$ cat config.mk
export PLATFORM = sky130hd
export DESIGN_NAME = io_code_buffer_flat
export DESIGN_NICKNAME = d
export VERILOG_FILES = /design/src/rtl/io_code_buffer_if.sv /design/src/rtl/io_code_buffer.sv /design/src/flat_wrapper.sv
export SDC_FILE = /design/constraint.sdc
export NUM_CORES = 1
export LEC_CHECK = 0
export CORE_MARGIN = 4
export CORE_UTILIZATION = 30
export DETAILED_ROUTE_END_ITERATION = 6
export GPL_TIMING_DRIVEN = 0
export PLACE_DENSITY = 0.6
export SYNTH_ARGS = -nofsm -noshare
export SYNTH_HDL_FRONTEND = slang
export SYNTH_SLANG_ARGS = --single-unit
$ cat constraint.sdc
create_clock -name CLOCK -period 2.25 [get_ports CLOCK]
set_clock_uncertainty 0.2 [all_clocks]
set_input_delay 0.45 -clock CLOCK [delete_from_list [all_inputs] [get_ports CLOCK]]
set_output_delay 0.45 -clock CLOCK [all_outputs]
set_load 0.05 [all_outputs]
$ cat src/rtl/io_code_buffer_if.sv
// Bus bundle for io_code_buffer: device push side, pop/bit-time control and status.
interface io_code_buffer_if #(
  parameter int CODE_W = 5,
  parameter int DEPTH  = 4
);
  localparam int CNT_W = $clog2(DEPTH + 1);

  logic              READY;
  logic              IN_VALID;
  logic [CODE_W-1:0] IN_CODE;
  logic              IN_ACCEPT;
  logic              SHIFT_REQ;
  logic              BIT_EN;
  logic              SER_OUT;
  logic              DIGIT_BUSY;
  logic              CTRL_VALID;
  logic [2:0]        CTRL_OUT;
  logic              OS;
  logic [CNT_W-1:0]  COUNT;
  logic              EMPTY;
  logic              OVERRUN;

  modport master (
    output READY, IN_VALID, IN_CODE, SHIFT_REQ, BIT_EN,
    input  IN_ACCEPT, SER_OUT, DIGIT_BUSY, CTRL_VALID, CTRL_OUT, OS, COUNT, EMPTY, OVERRUN
  );

  modport slave (
    input  READY, IN_VALID, IN_CODE, SHIFT_REQ, BIT_EN,
    output IN_ACCEPT, SER_OUT, DIGIT_BUSY, CTRL_VALID, CTRL_OUT, OS, COUNT, EMPTY, OVERRUN
  );
endinterface

$ cat src/rtl/io_code_buffer.sv
// DEPTH-entry device code buffer: digits serialised LSB-first, control codes pulsed and tracked in OS.
// Optional odd-parity bit after each digit when IO_PARITY_EN is defined.
module io_code_buffer #(
  parameter int CODE_W  = 5,
  parameter int DIGIT_W = 4,
  parameter int DEPTH   = 4
) (
  input logic           CLOCK,
  input logic           rst,
  io_code_buffer_if.slave bus
);
  localparam int PTR_W = $clog2(DEPTH);
  localparam int CNT_W = $clog2(DEPTH + 1);
`ifdef IO_PARITY_EN
  localparam int NBITS = DIGIT_W + 1;
`else
  localparam int NBITS = DIGIT_W;
`endif
  localparam int BC_W = $clog2(NBITS);
  localparam logic [2:0] CLS_SIGN = 3'd1;
  localparam logic [2:0] CLS_CR   = 3'd2;

  typedef enum logic [1:0] {IDLE = 2'd0, SHIFT = 2'd1, CTRL = 2'd2} state_t;

  function automatic logic [2:0] classify(input logic [2:0] b);
    case (b)
      3'b001:  return 3'd1;
      3'b010:  return 3'd2;
      3'b011:  return 3'd3;
      3'b100:  return 3'd4;
      3'b111:  return 3'd5;
      default: return 3'd0;
    endcase
  endfunction

`ifdef IO_PARITY_EN
  function automatic logic odd_parity(input logic [DIGIT_W-1:0] v);
    return ~^v;
  endfunction
`endif

  function automatic logic [PTR_W-1:0] ptr_inc(input logic [PTR_W-1:0] p);
    return (p == PTR_W'(DEPTH - 1)) ? {PTR_W{1'b0}} : p + PTR_W'(1);
  endfunction

  logic [CODE_W-1:0] mem_r [DEPTH];
  logic [PTR_W-1:0]  wr_ptr_r, rd_ptr_r;
  logic [CNT_W-1:0]  count_r, count_nxt_s;
  logic              empty_r, accept_r, overrun_r;
  state_t            state_r, state_nxt_s;
  logic [NBITS-1:0]  shift_r, load_s;
  logic [BC_W-1:0]   bit_cnt_r;
  logic              busy_r, ctrl_valid_r, os_r;
  logic [2:0]        ctrl_out_r, cls_s;
  logic              abort_s, push_s, pop_s, is_digit_s, last_bit_s;
  logic [CODE_W-1:0] head_s;

  assign abort_s    = rst | bus.READY;
  assign head_s     = mem_r[rd_ptr_r];
  assign is_digit_s = head_s[CODE_W-1];
  assign cls_s      = classify(head_s[2:0]);
  // A full buffer stays full for the push even if an entry pops this cycle.
  assign push_s     = bus.IN_VALID & (count_r < CNT_W'(DEPTH));
  assign pop_s      = (state_r == IDLE) & bus.SHIFT_REQ & ~empty_r;
  assign last_bit_s = bus.BIT_EN & (bit_cnt_r == BC_W'(NBITS - 1));
`ifdef IO_PARITY_EN
  assign load_s = {odd_parity(head_s[DIGIT_W-1:0]), head_s[DIGIT_W-1:0]};
`else
  assign load_s = head_s[DIGIT_W-1:0];
`endif

  // Next-state decode for the IDLE/SHIFT/CTRL sequencer.
  always_comb begin
    state_nxt_s = state_r;
    case (state_r)
      IDLE: begin
        if (pop_s) state_nxt_s = is_digit_s ? SHIFT : CTRL;
        else       state_nxt_s = IDLE;
      end
      SHIFT: begin
        if (last_bit_s) state_nxt_s = IDLE;
        else            state_nxt_s = SHIFT;
      end
      CTRL:    state_nxt_s = IDLE;
      default: state_nxt_s = IDLE;
    endcase
  end

  // Occupancy after this cycle's push/pop.
  always_comb begin
    count_nxt_s = count_r;
    if (push_s && !pop_s)      count_nxt_s = count_r + CNT_W'(1);
    else if (!push_s && pop_s) count_nxt_s = count_r - CNT_W'(1);
    else                       count_nxt_s = count_r;
  end

  // Sequencer state register.
  always_ff @(posedge CLOCK) begin
    if (abort_s) state_r <= IDLE;
    else         state_r <= state_nxt_s;
  end

  // Buffer storage; contents need no reset since pointers gate every read.
  always_ff @(posedge CLOCK) begin
    if (push_s && !abort_s) mem_r[wr_ptr_r] <= bus.IN_CODE;
  end

  // Pointers, occupancy and sticky overrun.
  always_ff @(posedge CLOCK) begin
    if (abort_s) begin
      wr_ptr_r  <= '0;
      rd_ptr_r  <= '0;
      count_r   <= '0;
      empty_r   <= 1'b1;
      accept_r  <= 1'b1;
      overrun_r <= 1'b0;
    end else begin
      if (push_s) wr_ptr_r <= ptr_inc(wr_ptr_r);
      if (pop_s)  rd_ptr_r <= ptr_inc(rd_ptr_r);
      count_r  <= count_nxt_s;
      empty_r  <= (count_nxt_s == CNT_W'(0));
      accept_r <= (count_nxt_s < CNT_W'(DEPTH));
      if (bus.IN_VALID && !push_s) overrun_r <= 1'b1;
    end
  end

  // Digit shifter: loads at the pop edge, clears after the final bit-time.
  always_ff @(posedge CLOCK) begin
    if (abort_s) begin
      shift_r   <= '0;
      bit_cnt_r <= '0;
      busy_r    <= 1'b0;
    end else if (pop_s && is_digit_s) begin
      shift_r   <= load_s;
      bit_cnt_r <= '0;
      busy_r    <= 1'b1;
    end else if (state_r == SHIFT && bus.BIT_EN) begin
      if (last_bit_s) begin
        shift_r   <= '0;
        bit_cnt_r <= '0;
        busy_r    <= 1'b0;
      end else begin
        shift_r   <= shift_r >> 1;
        bit_cnt_r <= bit_cnt_r + BC_W'(1);
      end
    end
  end

  // Control pulse, class hold and word sign.
  always_ff @(posedge CLOCK) begin
    if (abort_s) begin
      ctrl_valid_r <= 1'b0;
      ctrl_out_r   <= 3'd0;
      os_r         <= 1'b0;
    end else begin
      ctrl_valid_r <= pop_s & ~is_digit_s;
      if (pop_s && !is_digit_s) begin
        ctrl_out_r <= cls_s;
        if (cls_s == CLS_SIGN)    os_r <= 1'b1;
        else if (cls_s == CLS_CR) os_r <= 1'b0;
      end
    end
  end

  assign bus.IN_ACCEPT  = accept_r;
  assign bus.SER_OUT    = shift_r[0];
  assign bus.DIGIT_BUSY = busy_r;
  assign bus.CTRL_VALID = ctrl_valid_r;
  assign bus.CTRL_OUT   = ctrl_out_r;
  assign bus.OS         = os_r;
  assign bus.COUNT      = count_r;
  assign bus.EMPTY      = empty_r;
  assign bus.OVERRUN    = overrun_r;
endmodule

$ cat src/flat_wrapper.sv
// flat-port wrapper written by rule: the top's interface ports become plain ports
module io_code_buffer_flat 
#(
  parameter int CODE_W  = 5,
  parameter int DIGIT_W = 4,
  parameter int DEPTH   = 4
)
  (CLOCK, rst, bus_READY, bus_IN_VALID, bus_IN_CODE, bus_SHIFT_REQ, bus_BIT_EN, bus_IN_ACCEPT, bus_SER_OUT, bus_DIGIT_BUSY, bus_CTRL_VALID, bus_CTRL_OUT, bus_OS, bus_COUNT, bus_EMPTY, bus_OVERRUN);
  io_code_buffer_if #(.CODE_W(CODE_W), .DEPTH(DEPTH)) bus_i ();
  input logic CLOCK;
  input logic rst;
  input wire logic [$bits(bus_i.READY)-1:0] bus_READY;
  input wire logic [$bits(bus_i.IN_VALID)-1:0] bus_IN_VALID;
  input wire logic [$bits(bus_i.IN_CODE)-1:0] bus_IN_CODE;
  input wire logic [$bits(bus_i.SHIFT_REQ)-1:0] bus_SHIFT_REQ;
  input wire logic [$bits(bus_i.BIT_EN)-1:0] bus_BIT_EN;
  output wire logic [$bits(bus_i.IN_ACCEPT)-1:0] bus_IN_ACCEPT;
  output wire logic [$bits(bus_i.SER_OUT)-1:0] bus_SER_OUT;
  output wire logic [$bits(bus_i.DIGIT_BUSY)-1:0] bus_DIGIT_BUSY;
  output wire logic [$bits(bus_i.CTRL_VALID)-1:0] bus_CTRL_VALID;
  output wire logic [$bits(bus_i.CTRL_OUT)-1:0] bus_CTRL_OUT;
  output wire logic [$bits(bus_i.OS)-1:0] bus_OS;
  output wire logic [$bits(bus_i.COUNT)-1:0] bus_COUNT;
  output wire logic [$bits(bus_i.EMPTY)-1:0] bus_EMPTY;
  output wire logic [$bits(bus_i.OVERRUN)-1:0] bus_OVERRUN;
  assign bus_i.READY = bus_READY;
  assign bus_i.IN_VALID = bus_IN_VALID;
  assign bus_i.IN_CODE = bus_IN_CODE;
  assign bus_i.SHIFT_REQ = bus_SHIFT_REQ;
  assign bus_i.BIT_EN = bus_BIT_EN;
  assign bus_IN_ACCEPT = bus_i.IN_ACCEPT;
  assign bus_SER_OUT = bus_i.SER_OUT;
  assign bus_DIGIT_BUSY = bus_i.DIGIT_BUSY;
  assign bus_CTRL_VALID = bus_i.CTRL_VALID;
  assign bus_CTRL_OUT = bus_i.CTRL_OUT;
  assign bus_OS = bus_i.OS;
  assign bus_COUNT = bus_i.COUNT;
  assign bus_EMPTY = bus_i.EMPTY;
  assign bus_OVERRUN = bus_i.OVERRUN;
  io_code_buffer #(.CODE_W(CODE_W), .DIGIT_W(DIGIT_W), .DEPTH(DEPTH)) u_core (.CLOCK(CLOCK), .rst(rst), .bus(bus_i));
endmodule
**After elaboration in Yosys (flattened, before gate mapping)**

Memory sizes are Yosys's and may differ from the RTL's. A register that Yosys moved wholly into a read port is not among the register bits.
Cells that the tools add are included.

- Word-level logic and storage cells: 81
- Input bits: 11
- Bits in writable memories: 20
- Register bits after elaboration: 24
- Memories: 1
- Output and inout bits: 13

Memory list:

| memory | depth | width | rd ports | clocked after Yosys merged registers in | write ports | line | source |
|---|---|---|---|---|---|---|---|
| u_core.mem_r | 4 | 5 | 1 | 1 | 1 | io_code_buffer.sv:46 | `logic [CODE_W-1:0] mem_r [DEPTH];` |

- Equal/unequal tests: 11
- Muxes and demuxes: 22
- Reduce and logical (&&, ||, !) cells: 19
- Bitwise gates (word level): 8
- Add/sub/neg operators: 5
- Order comparisons: 2

Operator list:

| kind | number |
|---|---|
| case mux 3 bit (5 select lines) | 1 |
| 2-to-1 mux 2 bit | 7 |
| == test 3 x 2 -> 1 bit, second input constant | 3 |
| 2-to-1 mux 3 bit | 3 |
| 2-to-1 mux 1 bit | 8 |
| 2-to-1 mux 4 bit | 2 |
| logical AND 1 bit | 7 |
| adder 2 x 1 -> 2 bit, second input constant | 3 |
| == test 2 bit, second input constant | 3 |
| == test 3 x 1 -> 1 bit, second input constant | 2 |
| == test 3 bit, second input constant | 2 |
| less-than comparator 3 bit, second input constant | 2 |
| nonzero test 2 bit | 3 |
| AND 1 bit | 5 |
| logical NOT 1 bit | 4 |
| case mux 2 bit (2 select lines) | 1 |
| AND reduction 2 bit | 2 |
| adder 3 x 1 -> 3 bit, second input constant | 1 |
| logical NOT 3 bit | 1 |
| subtractor 3 x 1 -> 3 bit, second input constant | 1 |
| == test 2 x 1 -> 1 bit, second input constant | 1 |
| logical NOT 2 bit | 1 |
| inverter 1 bit | 2 |
| OR reduction 2 bit | 1 |
| OR 1 bit | 1 |

**Longest topological paths before layout**

- Depth after elaboration: 7
- Gate-level depth with buffers: 6
- Gate-level depth less buffers: 6

**Worst setup path before layout**

OpenSTA, ideal clock, no wires.

- Path kind: reg-to-reg
- Start point: reg u_core.empty_r (netlist: u_core.bus.EMPTY)
- End point: reg u_core.empty_r (netlist: u_core.bus.EMPTY)
- Path slack: 0.047 ns
- Data arrival time: 1.875 ns
- Data required time: 1.922 ns
- Library setup time: 0.128 ns
- Stages on the path, launching flop included: 6
- Path through: dfxtp_1 > or4b_1 > buf_2 > or4_4 > a31oi_4 > a211oi_1

- Word-level cells in the longest chain between the ends: 6
- Elaborated cells on any way between the ends: 8
- Classes of those cells: mux (2); bitwise (2); reduce/logical (4)

Ends and longest elaborated chain:

| element | line | source |
|---|---|---|
| from (decl) | io_code_buffer.sv:49 | `logic empty_r, accept_r, overrun_r;` |
| from (signal assigned) | io_code_buffer.sv:121 | `empty_r <= (count_nxt_s == CNT_W'(0));` |
| inverter 1 bit (*) | io_code_buffer.sv:64 | `assign pop_s = (state_r == IDLE) & bus.SHIFT_REQ & ~empty_r;` |
| AND 1 bit (*) | io_code_buffer.sv:64 |  |
| logical AND 1 bit / logical NOT 1 bit (equally long branches) | io_code_buffer.sv:93, io_code_buffer.sv:92 |  |
| 2-to-1 mux 3 bit / logical AND 1 bit (equally long branches) | io_code_buffer.sv:93, io_code_buffer.sv:92 |  |
| 2-to-1 mux 3 bit (*) | io_code_buffer.sv:92 | `if (push_s && !pop_s) count_nxt_s = count_r + CNT_W'(1);` |
| logical NOT 3 bit (*) | io_code_buffer.sv:121 |  |

Every way passes the cells marked *; elsewhere a longest branch is shown, timed or not.
A chain may end at the register's enable or synchronous reset.

**Worst setup path in the final report**

- Start point: in bus_SHIFT_REQ
- End point: reg u_core.empty_r (netlist: u_core.bus.EMPTY)

- Word-level cells in the longest chain between the ends: 6
- Elaborated cells on any way between the ends: 8
- Classes of those cells: mux (2); bitwise (2); reduce/logical (4)

Ends and longest elaborated chain:

| element | line | source |
|---|---|---|
| from (decl) | flat_wrapper.sv:15 | `input wire logic [$bits(bus_i.SHIFT_REQ)-1:0] bus_SHIFT_REQ;` |
| AND 1 bit (*) (2 in series) | io_code_buffer.sv:64 |  |
| logical AND 1 bit / logical NOT 1 bit (equally long branches) | io_code_buffer.sv:93, io_code_buffer.sv:92 |  |
| 2-to-1 mux 3 bit / logical AND 1 bit (equally long branches) | io_code_buffer.sv:93, io_code_buffer.sv:92 |  |
| 2-to-1 mux 3 bit (*) | io_code_buffer.sv:92 |  |
| logical NOT 3 bit (*) | io_code_buffer.sv:121 |  |

Marked as above.

==> results.json <==
{
  "core-area_sq_mm": 0.00599,
  "ant_nets": 0,
  "grt_pass1_vias": 1297,
  "drt-total-wl_mm": 3.49,
  "ys_seq_area_frac": 0.596,
  "syn_area_per_cell_sq_um": 12.1,
  "timing.final.crit_period_ps": 2210,
  "vias_per_cell": 4.70,
  "tns_ps": 0,
  "fillCellCount": 598,
  "cp_slowest_cell": "or4b_4",
  "nets": 208,
  "instances_no_fill": 265,
  "syn2layout_area_growth_pct": 24.8,
  "cp_top_family": "simple AND/OR/NAND/NOR gates",
  "synth_edf_count": 20,
  "cp.buffers_inverters": 1,
  "totalPowerFinal_w": 0.00162,
  "clock_path_buffers": 2,
  "cp-start-kind": "input pin",
  "stdcell_area_sq_mm": 0.00235,
  "die_x_microns": 87.2,
  "worst_ep_required_time_ps": 2230,
  "worstSkewPairLatency_ps": 300,
  "dr.pass1.iters": 4,
  "dp_cells": 254,
  "start_util": 0.314,
  "antenna_found_initial": 0,
  "die_area_sq_mm": 0.00760,
  "synthFlopType": "dfxtp_1",
  "cts_tree": "yes",
  "first_iter_violations": 57,
  "max-vdd-ir-drop_mv": 0.256,
  "drv_cap": 0,
  "synth_area_sq_mm": 0.00188,
  "yosys-top-cells-count": "dfxtp_1 (26), edfxtp_1 (20), a21oi_1 (17)",
  "final.period_utilization": 0.983,
  "yosysTopAreaCell": "edfxtp_1",
  "antennaDiodeCount": 0,
  "leakagePower_nw": 0.844,
  "hold_path.class": "flop to flop",
  "dpl-instance-area_sq_mm": 0.00220,
  "arrival_ps": 2190,
  "routed-via-count": 1245,
  "remaining_drc_errors": 0,
  "synth_top_area_share": 0.319,
  "gr-total-overflow": 0,
  "grt_use_total": 0.104,
  "yosysMostFrequentCell": "dfxtp_1",
  "grt_pass1_wl_mm": 6.02,
  "p_per_area_mw_per_mm2": 691,
  "ys_types": 34,
  "cp-end-kind": "flop",
  "synthCells": 156,
  "h-tree-depth": 2,
  "setup_viol": 0,
  "status": "completed",
  "cts_buffers": 5,
  "drive_gt1_frac": 0.142,
  "critical_path_class": "input pin to flop",
  "max_stage_delay_ps": 530,
  "numClockSinks": 46,
  "slew-limit-headroom": 0.667,
  "dieHeight_microns": 87.2,
  "worst_slew_pin_slew_ps": 498,
  "drv_slew": 0,
  "ys.warnings.count": 0,
  "grt_max_degree": 16,
  "crit_fanout": 6,
  "io_buffers": 23,
  "dp_hpwl_mm": 2.49,
  "max_freq_mhz": 452,
  "synth_seq_cells": 46,
  "synth_area_leaders": "edfxtp_1 (32%), dfxtp_1 (28%), mux4_2 (6.0%), ha_1 (5.3%), a21oi_1 (4.5%)",
  "rows": 28,
  "r2r_slack_ps": 160,
  "root_buffer": "clkbuf_8",
  "globalplace.congestion": 0.707,
  "ys_async_sr_fraction": 0,
  "boundaryPins": 24,
  "wire_per_inst_microns": 13.2,
  "syn_nets": 175,
  "cp_cell_sequence": "clkdlybuf4s50_1 -> or4b_4 -> or4_4 -> a31oi_4 -> a211oi_1",
  "clk_pin_slew_ps": 90,
  "hold_violations": 0
}
-- flip-flops by register name (all words and copies together) (netlist names), 2 cells and up, named ones only --
name,cells
u_core.bit_cnt_r,2
u_core.bus.COUNT,3
u_core.bus.CTRL_OUT,3
u_core.mem_r,20
u_core.rd_ptr_r,2
u_core.shift_r,4
u_core.state_r,2
u_core.wr_ptr_r,2
-- worst register-to-register path, cell delays in order (launching register included) --
cell	delay [ps]
dfxtp_1	310
buf_2	200
mux4_2	570
or4b_4	540
nand2_1	80
a21oi_1	60
-- report_power, final --
group | internal [W] | switching [W]
combinational | 0.0000695 | 0.0000881
sequential | 0.000884 | 0.0000100
clock | 0.000287 | 0.000284
total | 0.00124 | 0.000382
-- through the flow --
step | utilization | setup slack [ps] | hold slack [ps]
after floorplan | - | 46.7 | 232
after global placement | 0.368 | -359 | 240
after detailed placement | 0.368 | -365 | 250
after CTS | 0.391 | 4.65 | 263
after global routing | 0.392 | -25.0 | 281
final | 0.392 | 38.2 | 259
-- per-layer routing --
layer,GRT usage,vias to the layer above,share of wire
li1,-,632,-
met1,0.136,586,0.49
met2,0.162,19,0.45
met3,0.0255,8,0.040
met4,0.0460,0,0.018
met5,0,-,0
-- cell families (layout without fill, tap and decap cells) --
| logic type | after synthesis | after routing | synth area share |
|---|---|---|---|
| and+or+nand+nor | 53 | 53 | 0.151 |
| DFF | 46 | 46 | 0.596 |
| AOI/OAI and AO/OA | 29 | 29 | 0.0925 |
| buffers and inverters | 12 | 46 | 0.0253 |
| adders and majority gates | 8 | 8 | 0.0532 |
| muxes | 6 | 6 | 0.0652 |
| xor gates and xnor gates | 2 | 2 | 0.0166 |
-- timing repair --
item | 4_1_cts | 5_1_grt
setup buffers | 3 | 1
gates resized for setup | 2 | 6
pin swaps | 1 | 1
endpoints found under the hold margin | 0 | 0
setup endpoints to repair | 3 | 16
hold buffers | 0 | 0
-- worst paths after layout --
| kind | from | to | cells after the start |
|---|---|---|---|
| setup reg to reg | flop | u_core.bus.OS | 5 |
| hold reg to reg | u_core.bus.CTRL_OUT[0] | u_core.bus.CTRL_OUT[0] | 2 |
| hold / removal | u_core.bus.CTRL_OUT[0] | u_core.bus.CTRL_OUT[0] | 2 |
| setup / recovery | bus_SHIFT_REQ | u_core.bus.EMPTY | 5 |
-- placed cells by master, fill, tap and decap left out, drive strengths merged, types with 7 or more instances in the layout --
cell type and instances:
inv 8, dfxtp 26, nand2 14, a21oi 18, clkdlybuf4s50 22, and3 7, edfxtp 20, nor2 7
nor3 8, ha 8, clkbuf 9
-- layout make-up --
class,instances,area [sq um],share of cell area
inverters,7,26.3,0.0112
well taps,75,93.8,0.0400
clock buffers,6,93.8,0.0400
repair buffers,27,263,0.112
multi-input cells,98,716,0.305
plain buffers,4,18.8,0.00800
clock inverters,2,13.8,0.00587
flip-flops and latches,46,1120,0.478
No activity file was read; power rests on OpenSTA's default activity.
